==> src/rtl/audio_pkg.sv <==
// audio_pkg: shared receiver state, channel and width definitions
package audio_pkg;
  localparam int SAMPLE_WIDTH_DEF = 16;
  typedef enum logic [1:0] {IDLE, SKIP, SHIFT, PAD} rx_state_t;
  typedef enum logic {CH_LEFT, CH_RIGHT} channel_t;
endpackage

==> src/rtl/sync_edge_detect.sv <==
// sync_edge_detect: multi-stage synchroniser with a rising-edge strobe on the clock-like input
module sync_edge_detect #(
  parameter int STAGES = 2,
  parameter int WIDTH  = 1
) (
  input  logic             clk,
  input  logic             reset_n,
  input  logic             edge_i,
  input  logic [WIDTH-1:0] data_i,
  output logic [WIDTH-1:0] data_o,
  output logic             rise_o
);
  logic [STAGES-1:0][WIDTH:0] sync_q;
  logic                       prev_q;
  // Shift raw inputs through the chain; keep last synced edge input for the strobe
  always_ff @(posedge clk or negedge reset_n) begin
    if (!reset_n) begin
      sync_q <= '0;
      prev_q <= 1'b0;
    end else begin
      sync_q <= {sync_q[STAGES-2:0], {data_i, edge_i}};
      prev_q <= sync_q[STAGES-1][0];
    end
  end
  assign data_o = sync_q[STAGES-1][WIDTH:1];
  assign rise_o = sync_q[STAGES-1][0] & ~prev_q;
endmodule

==> src/rtl/i2s_rx_deserializer.sv <==
// i2s_rx_deserializer: oversampled I2S receiver producing coherent L/R sample pairs
module i2s_rx_deserializer
  import audio_pkg::*;
#(
  parameter int SAMPLE_WIDTH = SAMPLE_WIDTH_DEF,
  parameter int SLOT_WIDTH   = 32,
  parameter int SYNC_STAGES  = 2
) (
  input  logic                    clk,
  input  logic                    reset_n,
  input  logic                    enable,
  input  logic                    i2s_bclk,
  input  logic                    i2s_lrclk,
  input  logic                    i2s_sdata,
  output logic [SAMPLE_WIDTH-1:0] left_out,
  output logic [SAMPLE_WIDTH-1:0] right_out,
  output logic                    sample_valid,
  output logic                    frame_error
);
  localparam int CW = $clog2(SLOT_WIDTH + 1);
  localparam logic [CW-1:0] LAST_BIT  = CW'(SAMPLE_WIDTH);
  localparam logic [CW-1:0] LAST_SLOT = CW'(SLOT_WIDTH - 1);
  logic [1:0] rst_q;
  logic       rst_n_s;
  logic [1:0] io_s;
  logic       bclk_rise, lrclk_s, sdata_s, lr_edge;
  rx_state_t  state_q, state_d;
  channel_t   ch_q, ch_d;
  logic [CW-1:0] cnt_q, cnt_d;
  logic [SAMPLE_WIDTH-1:0] lsr_q, lsr_d, rsr_q, rsr_d, left_q, left_d, right_q, right_d;
  logic lr_q, lr_d, commit_q, commit_d, err_q, err_d, valid_q, valid_d;
  // Reset asserts immediately but releases on a clock edge
  always_ff @(posedge clk or negedge reset_n) begin
    if (!reset_n) rst_q <= '0;
    else rst_q <= {rst_q[0], 1'b1};
  end
  assign rst_n_s = rst_q[1];
  sync_edge_detect #(.STAGES(SYNC_STAGES), .WIDTH(2)) u_sync (
    .clk     (clk),
    .reset_n (rst_n_s),
    .edge_i  (i2s_bclk),
    .data_i  ({i2s_sdata, i2s_lrclk}),
    .data_o  (io_s),
    .rise_o  (bclk_rise)
  );
  assign {sdata_s, lrclk_s} = io_s;
  assign lr_edge = lrclk_s != lr_q;
  // Protocol FSM: every action is qualified by a BCLK rising edge; enable low parks in IDLE
  always_comb begin
    state_d  = state_q;
    cnt_d    = cnt_q;
    ch_d     = ch_q;
    lsr_d    = lsr_q;
    rsr_d    = rsr_q;
    lr_d     = lr_q;
    commit_d = 1'b0;
    err_d    = 1'b0;
    if (bclk_rise) begin
      lr_d = lrclk_s;
      case (state_q)
        IDLE: if (lr_edge && !lrclk_s) begin
          state_d = SKIP;
          ch_d    = CH_LEFT;
          cnt_d   = '0;
        end
        SKIP: begin
          state_d = lr_edge ? IDLE : SHIFT;
          err_d   = lr_edge;
          cnt_d   = lr_edge ? '0 : CW'(1);
        end
        SHIFT: if (lr_edge) begin
          state_d = IDLE;
          err_d   = 1'b1;
          cnt_d   = '0;
        end else begin
          lsr_d    = ch_q == CH_LEFT ? {lsr_q[SAMPLE_WIDTH-2:0], sdata_s} : lsr_q;
          rsr_d    = ch_q == CH_RIGHT ? {rsr_q[SAMPLE_WIDTH-2:0], sdata_s} : rsr_q;
          cnt_d    = cnt_q + CW'(1);
          state_d  = cnt_q == LAST_BIT ? PAD : SHIFT;
          commit_d = cnt_q == LAST_BIT && ch_q == CH_RIGHT;
        end
        PAD: if (lr_edge) begin
          state_d = SKIP;
          ch_d    = lrclk_s ? CH_RIGHT : CH_LEFT;
          cnt_d   = '0;
        end else if (cnt_q == LAST_SLOT) begin
          state_d = IDLE;
          err_d   = 1'b1;
          cnt_d   = '0;
        end else begin
          cnt_d = cnt_q + CW'(1);
        end
      endcase
    end
    if (!enable) begin
      state_d  = IDLE;
      cnt_d    = '0;
      commit_d = 1'b0;
      err_d    = 1'b0;
    end
  end
  // Both words are published together one clock after the right LSB is shifted
  always_comb begin
    valid_d = commit_q & enable;
    left_d  = valid_d ? lsr_q : left_q;
    right_d = valid_d ? rsr_q : right_q;
  end
  // State, shift and output registers
  always_ff @(posedge clk or negedge rst_n_s) begin
    if (!rst_n_s) begin
      state_q  <= IDLE;
      cnt_q    <= '0;
      ch_q     <= CH_LEFT;
      lsr_q    <= '0;
      rsr_q    <= '0;
      lr_q     <= 1'b0;
      commit_q <= 1'b0;
      err_q    <= 1'b0;
      valid_q  <= 1'b0;
      left_q   <= '0;
      right_q  <= '0;
    end else begin
      state_q  <= state_d;
      cnt_q    <= cnt_d;
      ch_q     <= ch_d;
      lsr_q    <= lsr_d;
      rsr_q    <= rsr_d;
      lr_q     <= lr_d;
      commit_q <= commit_d;
      err_q    <= err_d;
      valid_q  <= valid_d;
      left_q   <= left_d;
      right_q  <= right_d;
    end
  end
  assign left_out     = left_q;
  assign right_out    = right_q;
  assign sample_valid = valid_q;
  assign frame_error  = err_q;
endmodule

==> config.mk <==
export PLATFORM = sky130hd
export DESIGN_NAME = i2s_rx_deserializer
export DESIGN_NICKNAME = d
export VERILOG_FILES = /design/src/rtl/audio_pkg.sv /design/src/rtl/sync_edge_detect.sv /design/src/rtl/i2s_rx_deserializer.sv
export SDC_FILE = /design/constraint.sdc
export NUM_CORES = 1
export LEC_CHECK = 0
export ABC_AREA = 1
export BUFFER_PORTS_ARGS = -buffer_cell sky130_fd_sc_hd__buf_2
export CORE_ASPECT_RATIO = 1.4
export CORE_UTILIZATION = 30
export DETAILED_ROUTE_END_ITERATION = 16
export GPL_ROUTABILITY_DRIVEN = 1
export PLACE_DENSITY = 0.57
export SYNTH_ARGS = -nofsm -noshare
export SYNTH_HDL_FRONTEND = slang
export SYNTH_SLANG_ARGS = --single-unit
==> constraint.sdc <==
create_clock -name clk -period 2.8 [get_ports clk]
set_input_delay 0.28 -clock clk [delete_from_list [all_inputs] [get_ports clk]]
set_output_delay 0.28 -clock clk [all_outputs]
set_load 0.1 [all_outputs]
Yosys cells after proc, flatten, opt, wreduce, memory -nomap -nowiden
Cells that the tools add are included.
{"block": "word_totals", "word_cells": 73, "register_bits": 86, "input_bits": 6}
{"block": "op_classes", "muxes": 31, "bitwise_logic": 5, "reduce_logical": 10, "addsub": 1, "eq_ne": 11}
{"op": "$mux 6", "count": 6}
{"op": "$pmux 6 s4", "count": 1}
{"op": "$mux 1", "count": 14}
{"op": "$mux 2", "count": 7}
{"op": "$eq 6x5->1 const B", "count": 2}
{"op": "$reduce_and 4->1", "count": 3}
{"op": "$pmux 2 s4", "count": 1}
{"op": "$add 6x1->6 const B", "count": 1}
{"op": "$eq 2x2->1 const B", "count": 2}
{"op": "$ne 2x2->1 const B", "count": 2}
{"op": "$ne 4x4->1 const B", "count": 1}
{"op": "$ne 3x3->1 const B", "count": 1}
{"op": "$not 1->1", "count": 3}
{"op": "$pmux 1 s3", "count": 1}
{"op": "$reduce_and 3->1", "count": 1}
{"op": "$and 1x1->1", "count": 2}
{"op": "$eq 2x1->1 const B", "count": 1}
{"op": "$logic_and 1x1->1", "count": 2}
{"op": "$logic_not 2->1", "count": 1}
{"op": "$ne 2x1->1 const B", "count": 1}
{"op": "$pmux 1 s2", "count": 1}
{"op": "$reduce_and 2->1", "count": 1}
{"op": "$reduce_bool 2->1", "count": 1}
{"op": "$logic_not 1->1", "count": 1}
{"op": "$ne 1x1->1", "count": 1}

Depth between registers and ports, before layout
{"block": "depth", "ltp_word": 6, "mapped_depth": 9, "ltp_nobuf": 9}

Hierarchy
A second synthesis with hierarchy kept.
{"block": "unflattened", "hier_cells": 366, "area_unflattened_um2": 3513.4}
{"mod": "i2s_rx_deserializer", "area_per_inst_um2": 3313.2, "instances": 1, "cells_each": 355, "seq_area_each_um2": 1976.9}
{"mod": "sync_edge_detect", "area_per_inst_um2": 200.2, "instances": 1, "cells_each": 11, "seq_area_each_um2": 175.2}

Worst setup path before layout
Ideal clock, no wire load.
{"block": "synth_timing", "kind": "register to register", "start": "register u_sync.sync_q, in the netlist u_sync.data_o[0]", "end": "register lsr_q[2]", "stages_incl_launch_ff": 9, "required_time_ps": 2683, "arrival_ps": 1314, "setup_slack_ps": 1368, "period_less_slack_ps": 1432, "path_buffers": 1, "cell_sequence": "dfrtp_1 inv_1 ha_1 nand2_2 nor2_4 nand2_2 buf_4 nand2_1 o21ai_2"}
{"block": "synth_via", "elab_chain_cells": 3}
{"element": "start: declaration", "line_no": "sync_edge_detect.sv:13", "source": "logic [STAGES-1:0][WIDTH:0] sync_q;"}
{"element": "start signal: assignment", "line_no": "sync_edge_detect.sv:21", "source": "sync_q <= {sync_q[STAGES-2:0], {data_i, edge_i}};"}
{"element": "$ne 1x1->1", "line_no": "i2s_rx_deserializer.sv:47", "source": "assign lr_edge = lrclk_s != lr_q;"}
{"element": "$not 1->1 (no source line)"}
{"element": "$reduce_and 4->1 (no source line)"}
{"element": "end signal: assignment", "line_no": "i2s_rx_deserializer.sv:126", "source": "lsr_q <= lsr_d;"}
{"element": "end: declaration", "line_no": "i2s_rx_deserializer.sv:30", "source": "logic [SAMPLE_WIDTH-1:0] lsr_q, lsr_d, rsr_q, rsr_d, left_q, left_d, right_q, right_d;"}
Every way passes these cells.
A chain may end at the register's enable or synchronous reset.

Worst setup path after layout
{"block": "layout_timing", "start": "register u_sync.sync_q, in the netlist u_sync.data_o[0]", "end": "register rsr_q[4]"}
{"block": "layout_via", "elab_chain_cells": 3}
{"element": "$ne 1x1->1", "line_no": "i2s_rx_deserializer.sv:47"}
{"element": "$not 1->1 (no source line)"}
{"element": "$reduce_and 4->1 (no source line)"}
{"element": "end signal: assignment", "line_no": "i2s_rx_deserializer.sv:127", "source": "rsr_q <= rsr_d;"}
{"element": "end: declaration", "line_no": "i2s_rx_deserializer.sv:30"}
Every way passes these cells.

==> summary.txt <==
crit end category -> flop
global-route wire length before repair -> 10800 µm
Ports -> 40
most frequently used flop master after synthesis -> dfrtp_1
most frequent standard cell in the layout excluding fill and tap cells -> nand2_1
run status -> finished, final reports clean
area delta synth->final -> 17.7%
instance count on the critical path -> 7
top cells by area in the synthesized netlist -> dfrtp_1 (61%), nand2_1 (11%), inv_1 (5.5%)
post-detailed-placement half-perimeter wirelength -> 4290 µm
final worst path period share -> 66.0%
CTS HTree Levels -> 3
library cell contributing the largest single delay on the critical path -> ha_1
post-detailed-route via-to-cell ratio -> 4.30
syn_area_per_cell -> 9.59 µm²
buffer levels on the longest clock path -> 2
final hold slack -> 50.5 ps
P per Cell Area -> 646 nW/µm²
number of inserted diodes -> 0
final-stage net count -> 422
critical register-to-register path startpoint -> u_sync.data_o[0]
most frequent cells in the layout -> nand2_1 (103), dfrtp_1 (85), inv_1 (52)
starting density of the core -> 31.0%
Min-Delay Path Class -> in2reg
post-synth top area cell -> dfrtp_1
number of global-route vias before repair -> 2379
Maximum Capacitance Violations -> 0
post-DR wirelength/cell -> 11.1 µm
Initial DRT Pass Iterations -> 4
height of the die -> 131 µm
launching element of the worst setup path -> u_sync.data_o[0]
Max Clock Freq -> 0.541 GHz
Crit path arrival time -> 2040 ps
netlist area before placement -> 3540 µm²
Fillers -> 1166
maximum net fanout on the critical path -> 32
portion of the post-synthesis area used by sequential elements -> 60.8%
CTS Buf Count -> 9
Worst R2R Path Depth -> 7
synthesized instance count -> 369
Overall Global Routing Usage -> 11.6%
Post-synth EDFFs -> 0
biggest cell delay along the critical path -> 390 ps
vias -> 2394
async set or reset register ratio after synthesis -> 100%
CP Launch Type -> flop
clk root buf -> clkbuf_16
gate family responsible for the most delay along the worst path -> simple AND/OR/NAND/NOR gates
number of DRC markers after the initial detailed-route iteration -> 129
clock tree skew after final layout -> 6.82 ps
dominant cell type by count on the critical path -> nand2_2
Req. time, crit path -> 3000 ps
Die Span X -> 93.8 µm
Rel. slew slack -> 28.2%
Worst Max-Slew Pin Slew -> 1080 ps
cell breakdown of the critical path -> inv_1, ha_1, nand2_2, nor2_4, nand2_2, nand2_1, o21ai_2
num rows -> 46
count of buffering cells on the critical path with inverters included -> 1
static leakage power -> 2.01 nW
count of final max-slew check failures -> 0
unrepaired setup endpoints after global routing -> no
final RePlAce weighted congestion -> 0.883
total number of clock tree sinks -> 86
initial antenna violation count -> 0
share of the synthesized area in the top cell type -> 60.8%
total wire length -> 6200 µm
GRT Residual Overflow -> 0
post-synthesis register bit count -> 86
insertion delay of the later-clocked pin in the worst-skew pair -> 330 ps
CTS tree -> done
number of hold violations in the final report -> 0
Max VDD drop -> 0.346 mV
synth unique cells -> 24
share of post-route cells with drive strength above 1 -> 19.6%
nets in the synthesized netlist -> 383
Reg clk slew, reported paths -> 60 ps
final setup TNS -> 0 ps
setup slack of the most critical reg-to-reg path -> 950 ps
Synthesis Warnings -> 0
final routed DRC violation total -> 0
Finish-stage setup viols -> 0
endpoint of the worst-slack reg-to-reg timing path -> rsr_q[4]
post-route minimum period -> 1850 ps
count of port buffers added during placement -> 39
worst setup path endpoint -> rsr_q[4]
area inside the core boundary -> 11400 µm²
Crit Path Class -> reg2reg
pin count of the biggest net entering global routing -> 85
die footprint -> 12200 µm²
Antenna Nets Post-Route -> 0
[worst min path at each step]
stage / cells after the start / from / slack [ps] / to
2_1_floorplan: 0 / reset_n / -20 / rst_q[0]
3_3_place_gp: 1 / reset_n / 70 / rst_q[0]
3_5_place_dp: 1 / reset_n / 70 / rst_q[0]
4_1_cts: 1 / i2s_bclk / 40 / u_sync.sync_q[0]
5_1_grt: 1 / i2s_lrclk / 30 / u_sync.sync_q[1]
6_report: 1 / i2s_lrclk / 50 / u_sync.sync_q[1]
[sequential cells by signal, indices dropped and copies added (netlist names)]
name / flops
lr_q: 1
u_sync.data_o: 2
cnt_q: 6
ch_q: 1
right_out: 16
commit_q: 1
frame_error: 1
rst_q: 2
u_sync.sync_q: 4
lsr_q: 16
sample_valid: 1
left_out: 16
rsr_q: 16
u_sync.prev_q: 1
state_q: 2
[synth_stat cells, types with 2 or more instances]
cell type and number:
nand4_1 2, inv_1 52, o21ai_0 37, buf_6 4, nand2_1 104, dfrtp_1 86, clkbuf_1 2, buf_4 2
nand2_2 4, nand3_1 6, ha_1 8, o21ai_1 13, nor2_1 14, buf_2 4, a21oi_1 3, nor3_1 2
o21ai_2 19
[report_power, final]
group          total, W  internal, W  switching [W]
clock           0.00127     0.000788       0.000483
combinational  0.000125    0.0000425      0.0000826
sequential      0.00130      0.00126      0.0000341
[area by class of cell]
| class | count | area (µm²) | share of cell area, % |
|---|---|---|---|
| Sequential cell | 86 | 2160 | 51.8 |
| Inverter | 52 | 195 | 4.69 |
| Clock inverter | 6 | 91.3 | 2.19 |
| Timing Repair Buffer | 41 | 213 | 5.11 |
| Multi-Input combinational cell | 218 | 1100 | 26.4 |
| Clock buffer | 10 | 229 | 5.50 |
| Tap cell | 144 | 180 | 4.33 |
[routing by layer]
layer / global-route usage (%) / routed length, µm / vias to the layer above / share of wire [%]
li1: - / - / 1232 / -
met1: 13.7 / 2860 / 1102 / 46
met2: 18.6 / 2950 / 44 / 48
met3: 3.30 / 214 / 16 / 3.5
met4: 6.97 / 181 / 0 / 2.9
met5: 0 / 0 / - / 0
[timing repair]
action	in CTS	in global routing
buffers inserted	0	0
endpoints found under the hold margin	2	0
resized for setup	0	0
hold buffers	1	0
[stage by stage]
step	utilization (%)	setup slack (ps)	area (µm²)	power (W)	cells
global placement	33.7	1030	3830	0.00144	540
finish	36.6	952	4170	0.00269	557
global route	36.6	786	4170	0.00281	557
floorplan	-	227	3540	0.00141	369
CTS	36.6	953	4170	0.00273	557
detailed placement	33.7	967	3830	0.00144	540
[worst register-to-register path, delay by kind of cell (launching register included)]
kind	cells	cell delay, ps
simple gates	4	860
fa+ha+maj	1	390
flops	1	350
compound gates	1	70
buf+inv	1	50
[cell families (layout without fill, tap and decap cells)]
kind of cell | count (synthesis) | after routing | share of synthesized area (%)
AND/OR/NAND/NOR | 133 | 133 | 15.0
flip-flops | 86 | 86 | 60.8
other | 1 | 1 | 0.106
buffers and inverters | 65 | 109 | 8.13
AO/OA/AOI/OAI | 75 | 75 | 12.8
adder cells (fa/ha/maj) | 8 | 8 | 2.83
XOR/XNOR | 1 | 1 | 0.248
Power figures use the tool's default switching activity.
